**config.mk**
```make
export PLATFORM = sky130hd
export DESIGN_NAME = max_128b_seq
export DESIGN_NICKNAME = d
export VERILOG_FILES = /design/src/rtl/max_pkg.sv /design/src/rtl/max_128b_cmp.sv /design/src/rtl/max_128b_seq.sv
export SDC_FILE = /design/constraint.sdc
export NUM_CORES = 1
export LEC_CHECK = 0
export CAP_MARGIN = 15
export CORE_ASPECT_RATIO = 0.8
export CORE_UTILIZATION = 51
export DETAILED_ROUTE_END_ITERATION = 10
export GPL_ROUTABILITY_DRIVEN = 0
export PLACE_DENSITY = 0.94
export SLEW_MARGIN = 20
export SYNTH_ARGS = -nofsm -noshare
export SYNTH_HDL_FRONTEND = slang
export SYNTH_HIERARCHICAL = 1
export SYNTH_SLANG_ARGS = --single-unit
```
**constraint.sdc**
```tcl
create_clock -name clk -period 6.3 [get_ports clk]
set_input_delay 1.575 -clock clk [delete_from_list [all_inputs] [get_ports clk]]
set_output_delay 1.575 -clock clk [all_outputs]
set_load 0.01 [all_outputs]
```
**src/rtl/max_pkg.sv**
```systemverilog
// ---------------------------------------------------------------------------
// max_pkg
// Shared constants and types for the sequential group-maximum block.
//   WIDTH   : operand / result width in bits (operands are unsigned)
//   NUM_IN  : operands per group
//   IDX_W   : width of the position index, clog2(NUM_IN)
//   state_t : control states (COLLECT while accepting operands, HOLD while
//             presenting a finished result)
// ---------------------------------------------------------------------------
package max_pkg;

    localparam int WIDTH  = 128;
    localparam int NUM_IN = 4;
    localparam int IDX_W  = 2;

    typedef enum logic {
        COLLECT = 1'b0,
        HOLD    = 1'b1
    } state_t;

endpackage : max_pkg

```
**src/rtl/max_128b_cmp.sv**
```systemverilog
// ---------------------------------------------------------------------------
// max_128b_cmp
// Unsigned strict greater-than comparator.
//   a      : input  [WIDTH-1:0]  candidate operand
//   b      : input  [WIDTH-1:0]  current running maximum
//   a_gt_b : output              1 when a > b (unsigned); ties give 0
// ---------------------------------------------------------------------------
module max_128b_cmp #(
    parameter int WIDTH = max_pkg::WIDTH
) (
    input  logic [WIDTH-1:0] a,
    input  logic [WIDTH-1:0] b,
    output logic             a_gt_b
);

    // Strictly greater: an equal later operand must not displace the
    // earlier position.
    assign a_gt_b = (a > b);

endmodule : max_128b_cmp

```
**src/rtl/max_128b_seq.sv**
```systemverilog
// ---------------------------------------------------------------------------
// max_128b_seq
// Accepts NUM_IN unsigned operands one per handshake, tracks the running
// maximum and its position, then holds the result until downstream takes it.
//   clk       : input               rising-edge clock
//   rst_n     : input               asynchronous active-low reset
//   clear     : input               synchronous abort of the current group
//   in_data   : input  [WIDTH-1:0]  operand
//   in_valid  : input               in_data valid this cycle
//   in_ready  : output              block accepts an operand (state COLLECT)
//   out0      : output [WIDTH-1:0]  maximum of the completed group
//   out1      : output [IDX_W-1:0]  position of that maximum in the group
//   out_valid : output              out0/out1 hold a completed result
//   out_ready : input               downstream consumes the result
// ---------------------------------------------------------------------------
module max_128b_seq #(
    parameter int WIDTH  = max_pkg::WIDTH,
    parameter int NUM_IN = max_pkg::NUM_IN
) (
    input  logic                      clk,
    input  logic                      rst_n,
    input  logic                      clear,
    input  logic [WIDTH-1:0]          in_data,
    input  logic                      in_valid,
    output logic                      in_ready,
    output logic [WIDTH-1:0]          out0,
    output logic [$clog2(NUM_IN)-1:0] out1,
    output logic                      out_valid,
    input  logic                      out_ready
);

    import max_pkg::*;

    localparam int               CNT_W = $clog2(NUM_IN);
    localparam logic [CNT_W-1:0] LAST  = CNT_W'(NUM_IN - 1);

    state_t             r_state;
    state_t             w_state_nxt;
    logic [CNT_W-1:0]   r_cnt;
    logic [WIDTH-1:0]   r_max;
    logic [CNT_W-1:0]   r_idx;
    logic               w_accept;
    logic               w_last;
    logic               w_gt;

    // Both handshake signals are pure state decodes; nothing on the input
    // side feeds through to in_ready.
    assign in_ready  = (r_state == COLLECT);
    assign out_valid = (r_state == HOLD);

    // clear wins over the input handshake: an operand offered in a clear
    // cycle is dropped.
    assign w_accept  = in_valid & in_ready & ~clear;
    assign w_last    = (r_cnt == LAST);

    assign out0 = r_max;
    assign out1 = r_idx;

    max_128b_cmp #(
        .WIDTH (WIDTH)
    ) u_cmp (
        .a      (in_data),
        .b      (r_max),
        .a_gt_b (w_gt)
    );

    // NOTE: every variable assigned in an always_comb gets a default first,
    // so no path leaves it unassigned and no latch is inferred.
    always_comb begin
        w_state_nxt = r_state;
        if (clear) begin
            w_state_nxt = COLLECT;
        end else begin
            case (r_state)
                COLLECT: if (w_accept && w_last) w_state_nxt = HOLD;
                HOLD:    if (out_ready)          w_state_nxt = COLLECT;
                default:                         w_state_nxt = COLLECT;
            endcase
        end
    end

    // NOTE: sequential state uses non-blocking assignments so every register
    // samples the pre-edge values regardless of block ordering.
    always_ff @(posedge clk or negedge rst_n) begin
        if (!rst_n) begin
            r_state <= COLLECT;
        end else begin
            r_state <= w_state_nxt;
        end
    end

    // Position counter; wraps to 0 on the last operand, which is also the
    // value required when HOLD is released.
    always_ff @(posedge clk or negedge rst_n) begin
        if (!rst_n) begin
            r_cnt <= '0;
        end else if (clear) begin
            r_cnt <= '0;
        end else if (w_accept) begin
            r_cnt <= w_last ? '0 : r_cnt + 1'b1;
        end
    end

    // Running max/index. The first operand of a group loads unconditionally,
    // so a stale value from the previous group never leaks in. These are left
    // untouched by clear; their content in COLLECT is a don't-care but stays
    // deterministic.
    always_ff @(posedge clk or negedge rst_n) begin
        if (!rst_n) begin
            r_max <= '0;
            r_idx <= '0;
        end else if (w_accept && ((r_cnt == '0) || w_gt)) begin
            r_max <= in_data;
            r_idx <= r_cnt;
        end
    end

endmodule : max_128b_seq

```
==> metrics.cfg, run 1 <==
[route]
drc=0
wirelength_um=22300
vias=6738
drtAntennaViolNets=0
drtIter0Drc=262
drt-wirelength-per-cell_um=17.8
via_per_inst=5.38
drtPass1Iterations=4

[cells_and_area]
antennaDiodeCount=0
fillCellCount=1049
fin_area_um2=11700
nNetsFinal=1287
area_growth_pct=40.8
fin_util_pct=73.6
register_area_um2=3330
final_layout_size_suffix_gt1_share_pct=6.56
multi_input_comb_area_um2=4330
final_cells=1252

[clocking]
cts_root_buf=clkbuf_16
hold_buffers=0
clkLatencyLatePin_ns=0.41
cts.sinks=133
h-tree-depth=4
clockBufferDepth=2
cts_tree=built
cts_made_buffers=17
post_cts_buffers=0
ctsResizeCount=0
clk_pin_slew_ns=0.06

[sta]
hold_slack_ns=0.503
period_minus_slack_ns=4.97
max_freq_mhz=201
setup_slack_ns=1.33
fin_crit_sh_pct=78.9
drv_slew=0
slew_headroom_pct=43.8
fin_worst_skew_ns=0.0138
max_slew.worst_pin.slew_ns=0.844
final_hold_viol_count=0
rsz0062_at_grt=no
setup-tns-final_ns=0
finalSetupViolCount=0

[yosys]
synthTopCellsByArea=dfrtp_1, ha_1, mux2_1
synth_area_per_cell_um2=11.0
yosys_most_used_dff=dfrtp_1
synth_area_um2=8290
ys_seq_area_share_pct=40.2
yosys.cell_types.count=43
syn_inst=751
synth_edf_count=0
ys_seq_elements=133
yosys.area.top_type=dfrtp_1
synth_top_area_share_pct=40.2
synth_fp_nets=1014
ys_warn_count=6
ys_async_sr_fraction_pct=100

[global_route]
grt_usage_pct=26.7
antenna_found_initial=0
grt_max_degree=95
grt_pass1_wl_um=34100
overflow=0
grt_pass1_vias=6778

[die]
io-pin-count=265
start_util_pct=52.3
core_area_um2=15900
num_rows=41
die-area_um2=16800
die-width_um=145
die_height_um=116

[power_and_ir_drop]
vdd.ir_drop.worst_v=0.000266
p_per_area_nw_per_um2=319
p_sw_share_pct=33.3
p_int_mw=2.48
total_power_mw=3.72
combinationalPowerShare_pct=41.0
p_switching_mw=1.24
p_leak_nw=5.49
power_frac_clock_pct=25.4
power_frac_seq_pct=33.6

[placement]
dp_slack_ns=0.985
io_buffers=264
post_dp_cell_area_um2=11100
dp_hpwl_um=16800
placed_cells=1220

[worst_setup_path]
start_kind=input port
cp.required_ns=6.59
worst-setup-path-type=input port to flip-flop
end_kind=flip-flop
crit_arrival_ns=5.26
path_max_fanout=94
worst-r2r-cell-count=13

[run_status]
status=complete, no violations

[min_path]
hp-class=flip-flop to flip-flop
hold_depth=1

[job]
drv_cap=0

-- power groups by stage --
stage / Combinational [mW] / Sequential [mW] / Clock (mW)
after global routing: 1.67 / 1.28 / 1.00
after floorplan: 0.660 / 1.33 / 0
final: 1.52 / 1.25 / 0.944
after detailed placement: 1.50 / 1.26 / 0
after global placement: 1.44 / 1.24 / 0
after CTS: 1.52 / 1.25 / 0.960
-- path summary, 6_finish.rpt --
path | end | slack [ns] | from
max in group asynchronous | out0[45] | 3.87 | rst_n
hold reg to reg | out1[0] | 0.50 | out1[0]
setup reg to reg | out0[26] | 2.53 | out0[107]
setup / recovery | out0[26] | 1.33 | in_data[17]
hold / removal | out1[0] | 0.50 | out1[0]
min in group asynchronous | out0[8] | 1.24 | rst_n
-- flip-flops by register name, indices dropped and copies added (netlist names) --
| register | flops |
|---|---|
| r_cnt | 2 |
| out1 | 2 |
| out0 | 128 |
| out_valid | 1 |
-- layer usage --
metal  up-vias  global-route usage (%)  wire, um
li1       3227                       -         -
met1      3226                    32.2      9550
met2       245                    45.7     10700
met3        40                    8.06      1670
met4         0                    8.91       428
met5         -                       0         0
-- cells in the mapped netlist, types with 3 or more instances --
| master | instances |
|---|---|
| nor4_1 | 4 |
| ha_1 | 130 |
| nand3_1 | 17 |
| a21oi_1 | 50 |
| nand4_1 | 29 |
| nor2b_1 | 3 |
| a211oi_1 | 8 |
| buf_2 | 3 |
| nand2_1 | 25 |
| mux2_1 | 100 |
| o21ai_0 | 11 |
| nor3_1 | 6 |
| dfrtp_1 | 133 |
| nor2_1 | 12 |
| mux2_2 | 30 |
| or4_1 | 4 |
| inv_1 | 133 |
| a21o_1 | 11 |
| buf_6 | 11 |
-- final cells by class --
cell class                 count  area share, %
clock buffer                  25           4.16
clock inverter                 7          0.622
inverter                     133           4.28
multi-input combinational    471           37.1
sequential                   133           28.5
tap                          215           2.31
timing repair buffer         268           23.0
-- kinds of logic (layout without fill, tap and decap cells) --
family,Yosys count,in the layout,synth area share (%)
adder cells (fa/ha/maj),130,130,19.6
multiplexers,131,131,17.8
buffers and inverters,147,433,7.70
AO/OA/AOI/OAI,99,99,7.41
flip-flops,133,133,40.2
AND/OR/NAND/NOR,111,111,7.34
-- cells in the final DEF, fill, tap and decap left out, types with 2 or more instances in the layout --
cell type and count:
nand2b_1 2, mux2_1 100, nor2_1 12, a221o_1 2, a221oi_1 2, nand4_1 29
nor4_1 4, mux2_2 30, clkbuf_8 3, inv_1 133, clkbuf_1 5, nor3_1 6
clkinvlp_4 2, o21ai_0 11, ha_1 130, nand3_1 17, nor2b_1 3, a21oi_1 50
a211oi_1 8, and4_1 2, a2111oi_0 2, clkinv_4 2, or4_1 4, nand2_1 25
clkbuf_16 17, o21ai_1 2, clkdlybuf4s50_1 263, a21o_1 11, dfrtp_1 133, clkinv_2 2
buf_4 3
-- worst max-delay path: stages --
cell and delay, ns:
clkdlybuf4s50_1 0.44, ha_1 0.33, a21o_1 0.17, a221o_1 0.33, a221oi_2 0.30, o32ai_1 0.14
or4_1 0.46, a211oi_1 0.33, o21ai_1 0.12, nor2_1 0.20, nor3_4 0.07, buf_12 0.20
mux2_1 0.44
Note: power is estimated with default switching activity, not from simulation.
==> inputs of run 2 (changes only) <==
--- a/config.mk
+++ b/config.mk
@@ -7,10 +7,10 @@
 export LEC_CHECK = 0
 export CAP_MARGIN = 15
 export CORE_ASPECT_RATIO = 0.8
-export CORE_UTILIZATION = 51
+export CORE_UTILIZATION = 43
 export DETAILED_ROUTE_END_ITERATION = 10
 export GPL_ROUTABILITY_DRIVEN = 0
-export PLACE_DENSITY = 0.94
+export PLACE_DENSITY = 0.85
 export SLEW_MARGIN = 20
 export SYNTH_ARGS = -nofsm -noshare
 export SYNTH_HDL_FRONTEND = slang
==> constraint.sdc (replaced) <==
create_clock -name clk -period 4.42 [get_ports clk]
set_input_delay 1.105 -clock clk [delete_from_list [all_inputs] [get_ports clk]]
set_output_delay 1.105 -clock clk [all_outputs]
set_load 0.01 [all_outputs]
==> run 2 against run 1 <==
Compared with the run above: register-to-register slack got worse by 1.7 ns; global-route usage down 4.2 points; design area increased by 3.2%; worst hold slack better by 0.0079 ns; critical path depth did not move; first-iteration DRC count is 21% higher; non-clock buffer count rose by 21; clock power up 75%; worst setup slack worse by 1.2 ns; wire length is 2.1% lower; count of clock-buffer cells in the layout shrank 5; sequential power grew 42%; critical endpoint is now out0[78].
==> metrics.cfg, run 2 (synthesized netlist as in run 1, its figures left out) <==
[run_status]
status=complete, no violations

[global_route]
grt_usage_pct=22.5  ; -4.2 points
grt_max_degree=99  ; +4.2%
grt_pass1_wl_um=34700  ; +1.6%
antenna_found_initial=1  ; +1
grt_pass1_vias=6918  ; +2.1%
overflow=0  ; unchanged

[clocking]
clk_pin_slew_ns=0.06  ; about the same
cts_root_buf=clkbuf_16
cts_made_buffers=17  ; unchanged
cts.sinks=133  ; unchanged
clkLatencyLatePin_ns=0.41  ; about the same
clockBufferDepth=2  ; unchanged
cts_tree=built
hold_buffers=0  ; unchanged
h-tree-depth=4  ; unchanged

[power_and_ir_drop]
vdd.ir_drop.worst_v=0.000261  ; -1.5%
p_per_area_nw_per_um2=467  ; +47%
p_leak_nw=5.67  ; +3.2%
total_power_mw=5.63  ; +51%

[worst_setup_path]
slowest_stage=or4_1
path_max_fanout=40  ; -57%
startpoint=in_data[126]
start_kind=input port
cpLargestDelayFamily=simple AND/OR/NAND/NOR gates
worst-setup-path-type=input port to flip-flop
crit_arrival_ns=4.57  ; -0.69 ns
rrSetupSlack_ns=0.85  ; -1.68 ns
cpPeakStageDelay_ns=0.55  ; +0.09 ns
cp.required_ns=4.70  ; -1.89 ns
path_cells=clkdlybuf4s50_1 -> ha_1 -> nand4_1 -> or4_1 -> nor2_1 -> nand4_1 -> or4_4 -> o31ai_2 -> o21ai_1 -> nor2_1 -> nor3_4 -> buf_12 -> mux2_1
reg2reg_from=out0[125]
crit_buf_inv=2  ; unchanged
end_kind=flip-flop

[sta]
max_freq_mhz=234
final_hold_viol_count=0  ; unchanged
period_minus_slack_ns=4.28
slew_headroom_pct=38.3  ; -5.5 points
finalSetupViolCount=0  ; unchanged
setup_slack_ns=0.137  ; -1.19 ns
drv_slew=0  ; unchanged
setup-tns-final_ns=0  ; unchanged
fin_worst_skew_ns=0.0100  ; -0.00372 ns
hold_slack_ns=0.511  ; +0.00789 ns
fin_crit_sh_pct=96.9
rsz0062_at_grt=no
max_slew.worst_pin.slew_ns=0.926  ; +0.0820 ns

[min_path]
hp-class=flip-flop to flip-flop
worstHoldStart=out0[31]

[placement]
placed_cells=1284  ; +5.2%
dp_hpwl_um=16900  ; +0.63%
dp_slack_ns=-0.357  ; -1.34 ns
io_buffers=264  ; unchanged

[route]
via_per_inst=5.11  ; -5.1%
wirelength_um=21800  ; -2.1%
drt-wirelength-per-cell_um=16.6  ; -6.9%
drtIter0Drc=318  ; +21%
drtPass1Iterations=4  ; unchanged
vias=6729  ; -0.13%
drtAntennaViolNets=0  ; unchanged
drc=0  ; unchanged

[die]
num_rows=45  ; +9.8%
io-pin-count=265  ; unchanged
die-width_um=157  ; +8.8%
die_height_um=126  ; +8.8%
die-area_um2=19800  ; +18%
core_area_um2=18900  ; +19%
start_util_pct=43.8  ; -8.5 points

[cells_and_area]
nNetsFinal=1308  ; +1.6%
area_growth_pct=45.3
mostFrequentLayoutCells=clkdlybuf4s50_1, inv_1, dfrtp_1, ha_1, mux2_1
fillCellCount=1497  ; +43%
final_layout_size_suffix_gt1_share_pct=8.98  ; +2.4 points
mostFrequentLayoutCell=clkdlybuf4s50_1
final_cells=1317  ; +5.2%
largest_reg_flops=128  ; unchanged

[job]
drv_cap=0  ; unchanged

[run 2: cell types whose count changed in the layout (fill, tap and decap cells not counted), moves of 2 or more]
cell and change:
buf_12 +2, buf_4 +19, bufinv_16 +5, clkbuf_1 -4, clkinv_4 +2, clkinvlp_4 -2
[run 2: power by group]
| part | switching [mW] | internal [mW] |
|---|---|---|
| combinational | 0.982 | 1.23 |
| clock | 0.555 | 1.09 |
| sequential | 0.245 | 1.53 |
[run 2: per-layer routing]
layer	global-route usage, %	up-vias	part of all wire [%]
met4	8.34	0	2.7
met3	6.64	40	7.0
li1	-	3254	-
met1	28.7	3218	45
met2	36.0	217	46
met5	0	-	0
[run 2: worst paths after layout]
path / to / depth (start not counted)
max in group asynchronous: out0[12] / 2
min in group asynchronous: out0[78] / 1
worst min-delay path: out0[31] / 1
worst max register to register: out0[78] / 13
worst max-delay path: out0[78] / 13
worst min register to register: out0[31] / 1
[run 2: area by class of cell]
class	count	area, um2	area share (%)
multi-input cells	471	4340	36.0
flip-flops and latches	133	3330	27.6
repair buffers	289	2870	23.8
inverters	133	499	4.14
clock buffers	20	457	3.79
well taps	258	323	2.68
clock inverters	12	225	1.87
diodes	1	2.50	0.0208
[run 2: metrics by stage]
stage	area [um2]	utilization (%)
detailed placement	11300	60.0
global route	12000	63.7
floorplan	8290	-
finish	12000	63.7
global placement	11300	60.0
CTS	12000	63.6
[run 2: timing repair]
item | 4_1_cts | 5_1_grt
buffers inserted | 0 | 0
setup endpoints to repair | 0 | 130
gates resized for setup | 0 | 3
==> inputs of run 3 (changes only) <==
--- a/config.mk
+++ b/config.mk
@@ -7,10 +7,13 @@
 export LEC_CHECK = 0
 export CAP_MARGIN = 15
 export CORE_ASPECT_RATIO = 0.8
+export CORE_MARGIN = 4
 export CORE_UTILIZATION = 43
 export DETAILED_ROUTE_END_ITERATION = 10
 export GPL_ROUTABILITY_DRIVEN = 0
+export GPL_TIMING_DRIVEN = 0
 export PLACE_DENSITY = 0.85
+export RECOVER_POWER = 25
 export SLEW_MARGIN = 20
 export SYNTH_ARGS = -nofsm -noshare
 export SYNTH_HDL_FRONTEND = slang
==> run 3 against run 2 <==
Compared with the run above: non-clock buffer count is 9 lower; via count fell by 0.62%; largest power group unchanged; largest cell class unchanged; the flow now finishes with violations (capacitance limit, slew limit); critical path type unchanged; wire length up 4.0%; register-to-register slack got worse by 0.03 ns; worst setup slack lost 0.027 ns.
==> metrics.cfg, run 3 (synthesized netlist as in run 1, its figures left out) <==
[global_route]
grt_pass1_wl_um=35700  ; +2.9%
grt_pass1_vias=6950  ; +0.46%
antenna_found_initial=1  ; unchanged
grt_max_degree=72  ; -27%
grt_usage_pct=20.7  ; -1.8 points
overflow=0  ; unchanged

[die]
io-pin-count=265  ; unchanged
core_area_um2=19000  ; +0.30%
start_util_pct=43.7  ; -0.13 points
num_rows=45  ; unchanged
die-area_um2=21600  ; +8.8%
die_height_um=132  ; +4.8%
die-width_um=163  ; +3.8%

[placement]
io_buffers=264  ; unchanged
dp_slack_ns=-0.415  ; -0.0573 ns
dp_hpwl_um=18000  ; +6.1%
placed_cells=1274  ; -0.78%

[route]
wirelength_um=22700  ; +4.0%
wl_met3_um=1740  ; +15%
drtPass1Iterations=5  ; +1
routedLengthMet1_um=9990  ; +2.8%
top_layer=met4
via_per_inst=5.12  ; +0.14%
vias=6687  ; -0.62%
drc=0  ; unchanged
drtIter0Drc=267  ; -16%
drtAntennaViolNets=0  ; unchanged
drt-wirelength-per-cell_um=17.4  ; +4.8%
dr_wl_met2_um=10600  ; +5.8%

[worst_setup_path]
start_kind=input port
end_kind=flip-flop
worst-setup-path-type=input port to flip-flop
cpLargestDelayFamily=simple AND/OR/NAND/NOR gates
rr_endpoint=out0[79]
crit_buf_inv=3  ; +1
crit_arrival_ns=4.58  ; about the same
cpPeakStageDelay_ns=0.58  ; +0.03 ns
path_cells=clkdlybuf4s50_1 -> ha_1 -> nand4_1 -> or4b_4 -> nor2_2 -> nand4_1 -> or4_4 -> o31ai_2 -> o21ai_1 -> nor2_1 -> nor3_4 -> buf_6 -> buf_6 -> mux2_1
worst-r2r-cell-count=14  ; +1
reg2reg_from=out0[111]
path_max_fanout=10  ; -75%
slowest_stage=or4b_4
rrSetupSlack_ns=0.82  ; -0.03 ns
cp.required_ns=4.69  ; about the same

[sta]
setup_slack_ns=0.111  ; -0.0268 ns
max_freq_mhz=232  ; -0.62%
slew_headroom_pct=-109  ; -150 points
finalSetupViolCount=0  ; unchanged
fin_worst_skew_ns=0.0189  ; +0.00887 ns
final_hold_viol_count=0  ; unchanged
fin_crit_sh_pct=97.5  ; +0.61 points
period_minus_slack_ns=4.31  ; +0.0268 ns
max_slew.worst_pin.slew_ns=3.14  ; +2.21 ns
drv_slew=63  ; +63
hold_slack_ns=0.505  ; -0.00676 ns

[clocking]
cts_tree=built
cts_made_buffers=17  ; unchanged
post_cts_buffers=0  ; unchanged
hold_buffers=0  ; unchanged
cts.sinks=133  ; unchanged
clockBufferDepth=2  ; unchanged
clk_pin_slew_ns=0.06  ; about the same
h-tree-depth=4  ; unchanged
clkLatencyLatePin_ns=0.42  ; about the same
cts_root_buf=clkbuf_16

[cells_and_area]
final_cells=1307  ; -0.76%
mostFrequentLayoutCells=clkdlybuf4s50_1, inv_1, dfrtp_1, ha_1, mux2_1
area_growth_pct=43.9
largest_reg_flops=128  ; unchanged
final_layout_size_suffix_gt1_share_pct=8.40  ; -0.58 points
mostFrequentLayoutCell=clkdlybuf4s50_1
nNetsFinal=1299  ; -0.69%
fin_util_pct=62.9  ; -0.79 points

[run_status]
violations=capacitance limit, slew limit
status=finished with violations

[power_and_ir_drop]
total_power_mw=5.39  ; -4.2%
vdd.ir_drop.worst_v=0.000261  ; -0.34%
p_leak_nw=5.58  ; -1.5%
p_per_area_nw_per_um2=452  ; -3.3%

[job]
drv_cap=1  ; +1

[min_path]
worstHoldStart=out0[55]
hp-class=flip-flop to flip-flop
whs_endpoint=out0[55]
hold_depth=1  ; unchanged

[run 3: metrics by stage]
stage | TNS [ns] | cell area, um2
2_1_floorplan | 0 | 8290
3_3_place_gp | -501.59 | 11300
3_5_place_dp | -49.06 | 11300
4_1_cts | 0 | 11900
5_1_grt | -0.00778 | 11900
6_report | 0 | 11900
[run 3: worst max path at each step]
| stage | start | to | slack, ns | depth (start not counted) |
|---|---|---|---|---|
| 5_1_grt | in_data[125] | out0[79] | -0.008 | 14 |
| 3_3_place_gp | rst_n | out0[110] | -3.45 | 1 |
| 6_report | in_data[107] | out0[79] | 0.11 | 14 |
| 4_1_cts | in_data[19] | out0[79] | 0.03 | 14 |
| 3_5_place_dp | in_data[58] | out0[56] | -0.41 | 14 |
| 2_1_floorplan | in_data[17] | out0[100] | 0.63 | 13 |
[run 3: where the power goes]
group / internal [mW] / switching (mW) / total [mW] / leakage, nW
logic: 1.20 / 0.999 / 2.20 / 3.74
registers: 1.53 / 0.232 / 1.76 / 1.56
clock network: 0.898 / 0.534 / 1.43 / 0.280
[run 3: final cells by class]
class	count	area [um2]
Fill cell	1524	7040
Antenna cell	1	2.50
Inverter	133	499
Clock buffer	22	454
Multi-Input combinational cell	471	4380
Timing Repair Buffer	266	2680
Tap cell	258	323
Buffer	14	139
Clock inverter	9	129
Sequential cell	133	3330
[run 3: worst register-to-register path: stages (launching register included)]
cell	delay [ns]
dfrtp_1	0.39
inv_1	0.06
ha_1	0.31
nand4_2	0.17
or4b_4	0.59
nor2_2	0.13
nand4_1	0.15
or4_4	0.54
o31ai_2	0.08
o21ai_1	0.12
nor2_1	0.19
nor3_4	0.10
buf_6	0.16
buf_6	0.15
mux2_1	0.33
[run 3: layer usage]
layer  global-route usage, %  vias up
li1                        -     3238
met1                    26.1     3227
met2                    33.7      198
met3                    7.47       24
met4                    6.01        0
met5                       0        -
[run 3: timing repair]
action | CTS | global route
pin swaps | 0 | 4
resized for setup | 1 | 14
endpoints found under the hold margin | 0 | 0
cloned | 0 | 1
setup endpoints to repair | 3 | 130
